`src/rtl/starfield_layers.sv`:
```
// Parallax starfield: per-layer LFSR star generator with frame-period speed control.
// Latency: one clock after an en cycle; no backpressure, state advances only on en.
module starfield_layers #(
    parameter int             H      = 800,
    parameter int             V      = 525,
    parameter int             LAYERS = 3,
    parameter int             LEN    = 25,
    parameter logic [LEN-1:0] TAPS   = 25'b1010000000000000000000000,
    parameter logic [LEN-1:0] SEED   = 25'b1111111111111110000000000,
    parameter logic [LEN-1:0] MASK   = 25'b1111111111111111111111111
) (
    input  logic       clk,
    input  logic       rst_n,
    input  logic       en,
    input  logic       vblank,
    input  logic       write,
    input  logic [1:0] addr,
    input  logic [7:0] data_in,
    output logic       sf_on,
    output logic [7:0] sf_star,
    output logic [1:0] sf_layer
);
    localparam int            CW = $clog2(H * V + 17 * H);
    localparam logic [CW-1:0] HV = CW'(H * V);

    function automatic logic [LEN-1:0] seed_of(input int k);
        logic [LEN-1:0] s;
        s = SEED ^ LEN'(k * 32'h0A5A5);
        if (s == '0) s = LEN'(1);
        return s;
    endfunction

    logic [7:0]     shadow_q [LAYERS];
    logic [7:0]     active_q [LAYERS];
    logic [CW-1:0]  cnt_q    [LAYERS];
    logic [CW-1:0]  per_q    [LAYERS];
    logic [2:0]     acc_q    [LAYERS];
    logic [LEN-1:0] lfsr_q   [LAYERS];
    logic           vblank_q;
    logic           sf_on_q;
    logic [7:0]     sf_star_q;
    logic [1:0]     sf_layer_q;

    logic [7:0]     sum_d    [LAYERS];
    logic [CW-1:0]  step_d   [LAYERS];
    logic [CW-1:0]  per_d    [LAYERS];
    logic [LEN-1:0] lfsr_d   [LAYERS];
    logic           wrap_d   [LAYERS];
    logic           on_d     [LAYERS];
    logic [7:0]     bright_d [LAYERS];
    logic           sf_on_d;
    logic [7:0]     sf_star_d;
    logic [1:0]     sf_layer_d;

    always_comb begin
        for (int k = 0; k < LAYERS; k++) begin
            // inc = sum>>3 spans 0..16, so a full 8-bit sum is needed
            sum_d[k]    = {5'd0, acc_q[k]} + {1'b0, active_q[k][6:0]};
            step_d[k]   = CW'(sum_d[k][7:3]) * CW'(H);
            per_d[k]    = active_q[k][7] ? (HV - step_d[k]) : (HV + step_d[k]);
            wrap_d[k]   = (cnt_q[k] == per_q[k] - CW'(1));
            lfsr_d[k]   = (cnt_q[k] == '0) ? seed_of(k)
                                           : {lfsr_q[k][LEN-2:0], ^(lfsr_q[k] & TAPS)};
            on_d[k]     = &(lfsr_q[k] | MASK);
            bright_d[k] = lfsr_q[k][7:0] >> k;
        end
    end

    // Walk from the deepest layer up so the lowest-index active layer wins.
    always_comb begin
        sf_on_d    = 1'b0;
        sf_star_d  = 8'd0;
        sf_layer_d = 2'd0;
        for (int k = LAYERS - 1; k >= 0; k--) begin
            if (on_d[k]) begin
                sf_on_d    = 1'b1;
                sf_star_d  = bright_d[k];
                sf_layer_d = 2'(k);
            end
        end
    end

    always_ff @(posedge clk or negedge rst_n) begin
        if (!rst_n) begin
            vblank_q   <= 1'b0;
            sf_on_q    <= 1'b0;
            sf_star_q  <= 8'd0;
            sf_layer_q <= 2'd0;
            for (int k = 0; k < LAYERS; k++) begin
                shadow_q[k] <= 8'd0;
                active_q[k] <= 8'd0;
                cnt_q[k]    <= '0;
                acc_q[k]    <= 3'd0;
                per_q[k]    <= HV;
                lfsr_q[k]   <= seed_of(k);
            end
        end else begin
            vblank_q <= vblank;
            for (int k = 0; k < LAYERS; k++) begin
                if (write && (32'(addr) == k)) shadow_q[k] <= data_in;
                // Same-cycle write loses to the commit: active takes the old shadow.
                if (vblank && !vblank_q) active_q[k] <= shadow_q[k];
                if (en) begin
                    lfsr_q[k] <= lfsr_d[k];
                    if (wrap_d[k]) begin
                        cnt_q[k] <= '0;
                        acc_q[k] <= sum_d[k][2:0];
                        per_q[k] <= per_d[k];
                    end else begin
                        cnt_q[k] <= cnt_q[k] + CW'(1);
                    end
                end
            end
            if (en) begin
                sf_on_q    <= sf_on_d;
                sf_star_q  <= sf_star_d;
                sf_layer_q <= sf_layer_d;
            end
        end
    end

    assign sf_on    = sf_on_q;
    assign sf_star  = sf_star_q;
    assign sf_layer = sf_layer_q;
endmodule

```
`config.mk`:
```
export PLATFORM = sky130hd
export DESIGN_NAME = starfield_layers
export DESIGN_NICKNAME = d
export VERILOG_FILES = /design/src/rtl/starfield_layers.sv
export SDC_FILE = /design/constraint.sdc
export NUM_CORES = 1
export LEC_CHECK = 0
export CORE_UTILIZATION = 42
export DETAILED_ROUTE_END_ITERATION = 16
export PLACE_DENSITY = 0.56
export SLEW_MARGIN = 20
export SYNTH_ARGS = -nofsm -noshare
export SYNTH_HDL_FRONTEND = slang
export SYNTH_SLANG_ARGS = --single-unit
```
`constraint.sdc`:
```
create_clock -name clk -period 5.4 [get_ports clk]
set_input_delay 1.62 -clock clk [delete_from_list [all_inputs] [get_ports clk]]
set_output_delay 1.62 -clock clk [all_outputs]
set_load 0.005 [all_outputs]
```
==> results of run 1 <==
-- cells by family (layout without fill, tap and decap cells) --
| group | Yosys count | count (layout) | synth area share |
|---|---|---|---|
| adder cells (fa/ha/maj) | 22 | 22 | 0.0586 |
| AO/OA/AOI/OAI | 92 | 92 | 0.135 |
| buffers and inverters | 53 | 72 | 0.0447 |
| other | 1 | 2 | 0.000756 |
| AND/OR/NAND/NOR | 147 | 147 | 0.163 |
| multiplexers | 36 | 36 | 0.0808 |
| flip-flops | 86 | 86 | 0.439 |
| XOR/XNOR | 44 | 44 | 0.0777 |
-- power breakdown --
group / internal, µW / switching, µW / total (µW)
registers: 772 / 93.6 / 866
clock network: 407 / 256 / 663
logic: 368 / 418 / 786
-- per-layer routing --
metal  GRT usage  wire length, µm  up-vias
met5           0                0        -
met4      0.0871              306        0
met3      0.0307              259       23
met2       0.282             4680       60
met1       0.218             4690     1760
li1            -                -     1770
-- layout make-up --
type,instances,area [µm²],share of cell area
multi-input combinational,343,2570,0.459
sequential,86,2180,0.388
timing repair buffer,27,253,0.0450
clock buffer,11,233,0.0415
tap,143,179,0.0319
inverter,29,109,0.0194
clock inverter,5,83.8,0.0149
-- critical path: stages (launching register included) --
cell	delay [ns]
dfrtp_1	0.38
ha_1	0.25
fa_1	0.42
a21oi_1	0.38
nor3_1	0.16
nor2_1	0.30
inv_1	0.11
ha_1	0.29
ha_1	0.30
ha_1	0.30
ha_1	0.34
a31oi_1	0.22
xnor2_1	0.17
a21boi_0	0.18
a31oi_1	0.15
or4b_1	0.44
nand3_1	0.09
-- metrics by stage --
stage          power [µW]  setup slack, ns  hold slack, ns  instances
2_1_floorplan        1460             1.20           0.446        482
3_3_place_gp         1650            0.947           0.446        628
3_5_place_dp         1660            0.891           0.450        628
4_1_cts              2340            0.864           0.468        644
5_1_grt              2470            0.547           0.481        644
6_report             2310            0.864           0.463        644
-- how the worst max path moves through the flow --
stage	endpoint
CTS	per_q[52]$_DFFE_PN1P_
global placement	per_q[51]$_DFFE_PN1P_
detailed placement	per_q[51]$_DFFE_PN1P_
finish	per_q[52]$_DFFE_PN1P_
global route	per_q[52]$_DFFE_PN1P_
floorplan	per_q[51]$_DFFE_PN1P_
-- flip-flops by register name, indices dropped and copies added, names as in the netlist --
| name | flops |
|---|---|
| acc_q | 3 |
| active_q | 8 |
| bright_d | 8 |
| cnt_q | 19 |
| lfsr_q | 17 |
| per_q | 13 |
| sf_on | 1 |
| sf_star | 8 |
| shadow_q | 8 |
| vblank_q | 1 |
-- cell usage after synthesis, drive strengths merged (4+ instances only) --
| library cell | count | area share |
|---|---|---|
| nand2b | 6 | 0.0076 |
| nor4b | 4 | 0.0071 |
| and3 | 4 | 0.0053 |
| nor2 | 34 | 0.027 |
| clkbuf | 14 | 0.011 |
| nor4 | 8 | 0.013 |
| mux2i | 4 | 0.0081 |
| o21ai | 13 | 0.013 |
| a31oi | 4 | 0.0050 |
| o22ai | 11 | 0.014 |
| or3 | 4 | 0.0050 |
| dfrtp | 65 | 0.33 |
| inv | 29 | 0.022 |
| nand3 | 20 | 0.020 |
| buf | 10 | 0.012 |
| or4 | 6 | 0.011 |
| a21oi | 10 | 0.010 |
| nand2 | 23 | 0.017 |
| xor2 | 16 | 0.028 |
| o22a | 15 | 0.027 |
| xnor2 | 28 | 0.049 |
| ha | 20 | 0.050 |
| o31ai | 5 | 0.0076 |
| o211ai | 4 | 0.0061 |
| nor3 | 11 | 0.011 |
| mux2 | 32 | 0.073 |
| dfstp | 21 | 0.11 |
| or2 | 5 | 0.0063 |
| nand4 | 9 | 0.011 |
| and2 | 4 | 0.0050 |
==> qor.txt, run 1 <==
Hold Crit Class: reg -> reg
Max Cap Viol: 0
clock skew: 0.00828 ns
Routed WL per cell: 15.4 µm
Synth Instances: 481
Setup TNS Final: 0 ns
Cell Area, Synth: 4960 µm²
Crit Path Category: reg -> reg
DRC violations left: 0
vias in the first global route: 3558
CTS tree: built
postcts setup bufs: 0
starting density of the core: 0.432
Final HPWL DP: 7.26 mm
fin. max-slew vios: 0
Nets: 533
Ys Warns: 0
Post-synth EDFFs: 0
die area: 12200 µm²
clock sink total: 86
hold depth: 1
Clock transition at path regs: 0.06 ns
H-tree levels: 3
layout cell share with drive strength beyond 1: 0.182
Tmin final: 4.54 ns
Die Y-Extent: 111 µm
register bit total from synthesis: 86
# rows: 39
DR vias: 3613
Avg Vias per Cell: 5.61
critical path peak fanout: 7
Mean Syn Cell Area: 10.3 µm²
Post-CTS Hold Buffers: 0
I/O Pins: 26
critical hold path startpoint: sf_on$_DFFE_PN0P_
routability cong.: 0.894
diodes inserted: 0
Power Density: 413 nW/µm²
Design Area, Final: 5610 µm²
RR Startpoint: active_q[16]$_DFFE_PN0P_
Hold Path End: sf_on$_DFFE_PN0P_
required time of the critical path: 5.68 ns
commonest cells after routing, fill and taps aside: 65 x dfrtp_1, 33 x nor2_1, 32 x mux2_2, 29 x inv_1, 28 x xnor2_1
final core occ: 0.489
Num CTS Buffers: 9
Highest Clock Rate: 0.220 GHz
Final Hold Vio Count: 0
Reg2Reg Depth: 16
commonest non-fill, non-tap cell in the layout: dfrtp_1
Die X: 111 µm
gr usage total: 0.172
Max Root-Sink Buffers: 2
ys async rst share: 1.00
number of fillers in the final layout: 1087
final worst path period share: 0.840
startpoint types: flop
outcome: finished clean
GRT overflow: 0
Rel. slew slack: 0.285
Post-CTS Resized: 0
routed wire length: 9.93 mm
crit path launch: active_q[16]$_DFFE_PN0P_
Peak supply drop: 0.227 mV
post-route ant nets: 0
sequential share of the synthesized area: 0.439
final setup vio count: 0
placed cell area: 5290 µm²
crit end category: flop
Worst-Skew Late Latency: 0.35 ns
First DRT Iteration DRCs: 213
Post-synth top flop: dfrtp_1
Slew @ Worst Pin: 1.07 ns
Worst R2R Setup Slack: 0.86 ns
root buffer selected by CTS: clkbuf_16
synth-to-layout area growth: 13.2%
initial antenna violation count: 0
LEAKAGE: 0.00235 µW
Port-buffer cells: 23
Worst EP arrival: 4.81 ns
largest net degree at the start of global routing: 48
number of distinct library cells after synthesis: 67
RSZ-0062 raised after global routing: false
first-pass GRT wire length: 17.1 mm
first drt pass iteration count: 4
Critical R2R Capture: per_q[52]$_DFFE_PN1P_
core area: 11500 µm²
Power figures use the tool's default switching activity.
==> run 2: changes to the inputs <==
==> constraint.sdc (replaced) <==
create_clock -name clk -period 4.5 [get_ports clk]
set_input_delay 1.35 -clock clk [delete_from_list [all_inputs] [get_ports clk]]
set_output_delay 1.35 -clock clk [all_outputs]
set_load 0.005 [all_outputs]
==> run 2 against run 1 <==
Clock skew decreased by 0.0024 ns. Count of clock-buffer cells in the layout unchanged. Global-route usage increased by 0.88 points. Sequential cell count unchanged. Non-clock buffer count increased by 10. Combinational power increased by 27%. Setup slack got worse by 0.58 ns. Sequential power increased by 20%. Worst hold slack improved by 0.0077 ns. Final cell count increased by 1.6%. Core utilization increased by 0.71 points. Largest cell class unchanged.
==> qor.txt, run 2 (same netlist as run 1, synthesis figures left out) <==
Avg Vias per Cell: 5.47 (-2.5%)
final setup vio count: 0 (unchanged)
gr usage total: 0.181 (+0.00882)
root buffer selected by CTS: clkbuf_16
largest registers: cnt_q x19, lfsr_q x17, per_q x13
startpoint types: flop
WP buf/inv: 4 (+3)
Max Root-Sink Buffers: 2 (unchanged)
Worst R2R Setup Slack: 0.28 ns (-0.58 ns)
critical path peak fanout: 5 (-2)
vias in the first global route: 3765 (+5.8%)
Post-CTS Resized: 0 (unchanged)
largest reg by FF count: cnt_q
Setup TNS Final: 0 ns (unchanged)
RSZ-0062 raised after global routing: true
Clock transition at path regs: 0.06 ns (about the same)
CTS tree: built
core area: 11500 µm² (unchanged)
delay of the slowest critical-path stage: 0.57 ns (+0.13 ns)
crit end category: flop
Nets: 543 (+1.9%)
area occupied by multi-input gates: 2590 µm² (+0.78%)
routability cong.: 0.847 (-5.3%)
synth-to-layout area growth: 14.8%
final cell count without fillers: 654 (+1.6%)
outcome: finished clean
Highest Clock Rate: 0.237 GHz (+7.6%)
Power Density: 491 nW/µm² (+19%)
die area: 12200 µm² (unchanged)
number of fillers in the final layout: 1041 (-4.2%)
diodes inserted: 0 (unchanged)
final worst path period share: 0.937 (+0.0969)
LEAKAGE: 0.00241 µW (+2.3%)
CP top delay family: adder cells
Cells after DPL: 638 (+1.6%)
Final HPWL DP: 7.47 mm (+3.0%)
routed wire length: 10.2 mm (+2.4%)
commonest non-fill, non-tap cell in the layout: dfrtp_1
FF/Latch Area: 2180 µm² (unchanged)
First DRT Iteration DRCs: 167 (-22%)
Routed WL per cell: 15.6 µm (+0.84%)
Worst-Skew Late Latency: 0.34 ns (about the same)
Post-CTS Hold Buffers: 0 (unchanged)
clock skew: 0.00587 ns (-0.00240 ns)
Rel. slew slack: 0.437 (+0.153)
largest net degree at the start of global routing: 69 (+44%)
starting density of the core: 0.432 (unchanged)
# rows: 39 (unchanged)
Peak supply drop: 0.244 mV (+7.4%)
worst path cell trace: ha_1 -> a211oi_1 -> buf_4 -> or3_1 -> and2_1 -> inv_1 -> ha_1 -> ha_1 -> inv_1 -> fa_1 -> inv_1 -> nand2_1 -> nor2_1 -> a221oi_2 -> nor3_1 -> or4b_1 -> nand3_1
Die X: 111 µm (unchanged)
DRC violations left: 0 (unchanged)
Slew @ Worst Pin: 0.844 ns (-0.226 ns)
Tmin final: 4.22 ns (-0.320 ns)
Port-buffer cells: 23 (unchanged)
postcts setup bufs: 0 (unchanged)
slowest CP cell: fa_1
required time of the critical path: 4.78 ns (-0.90 ns)
layout cell share with drive strength beyond 1: 0.205 (+0.0238)
I/O Pins: 26 (unchanged)
post-route ant nets: 0 (unchanged)
clock sink total: 86 (unchanged)
Num CTS Buffers: 9 (unchanged)
initial antenna violation count: 0 (unchanged)
Worst EP arrival: 4.50 ns (-0.31 ns)
Die Y-Extent: 111 µm (unchanged)
Final Hold Vio Count: 0 (unchanged)
Hold Crit Class: reg -> reg
GRT overflow: 0 (unchanged)
max reg flops: 19 (unchanged)
fin. max-slew vios: 0 (unchanged)
Crit Path Category: reg -> reg
hold_ws: 0.470 ns (+0.00766 ns)
first-pass GRT wire length: 17.9 mm (+4.4%)
first drt pass iteration count: 4 (unchanged)
Max Cap Viol: 0 (unchanged)
commonest cells after routing, fill and taps aside: 65 x dfrtp_1, 33 x nor2_1, 32 x mux2_2, 29 x inv_1, 28 x xnor2_1
DR vias: 3579 (-0.94%)
H-tree levels: 3 (unchanged)
## run 2: layer usage
metal,track usage,wire [µm],up-vias
met5,0,0,-
met4,0.0756,252,0
met3,0.0357,309,19
met2,0.297,4710,51
met1,0.233,4900,1722
li1,-,-,1787
## run 2: cell type report
class                      count  share of cell area
tap                          143              0.0314
timing repair buffer          37              0.0576
sequential                    86               0.383
inverter                      29              0.0191
clock buffer                  11              0.0426
multi-input combinational    343               0.456
clock inverter                 5              0.0106
## run 2: metrics by stage
stage	worst slack [ns]	instance area, µm²	total power (µW)	util
2_1_floorplan	0.299	4960	1750	-
3_3_place_gp	0.179	5370	2010	0.468
3_5_place_dp	0.0404	5370	2030	0.468
4_1_cts	0.0245	5670	2810	0.495
5_1_grt	-0.00891	5690	2990	0.496
6_report	0.284	5690	2790	0.496
## run 2: path summary, 6_finish.rpt
kind,start,endpoint,cells after the start
min in group asynchronous,rst_n,sf_star[4]$_DFFE_PN0P_,1
min reg2reg,sf_on$_DFFE_PN0P_,sf_on$_DFFE_PN0P_,1
min,sf_on$_DFFE_PN0P_,sf_on$_DFFE_PN0P_,1
max in group asynchronous,rst_n,lfsr_q[74]$_DFFE_PN1P_,2
max reg2reg,active_q[17]$_DFFE_PN0P_,per_q[52]$_DFFE_PN1P_,17
max,active_q[17]$_DFFE_PN0P_,per_q[52]$_DFFE_PN1P_,17
## run 2: power breakdown
part | leakage [µW] | internal [µW] | switching (µW)
registers | 0.00105 | 926 | 114
logic | 0.00121 | 470 | 528
clock network | 0.000146 | 446 | 310
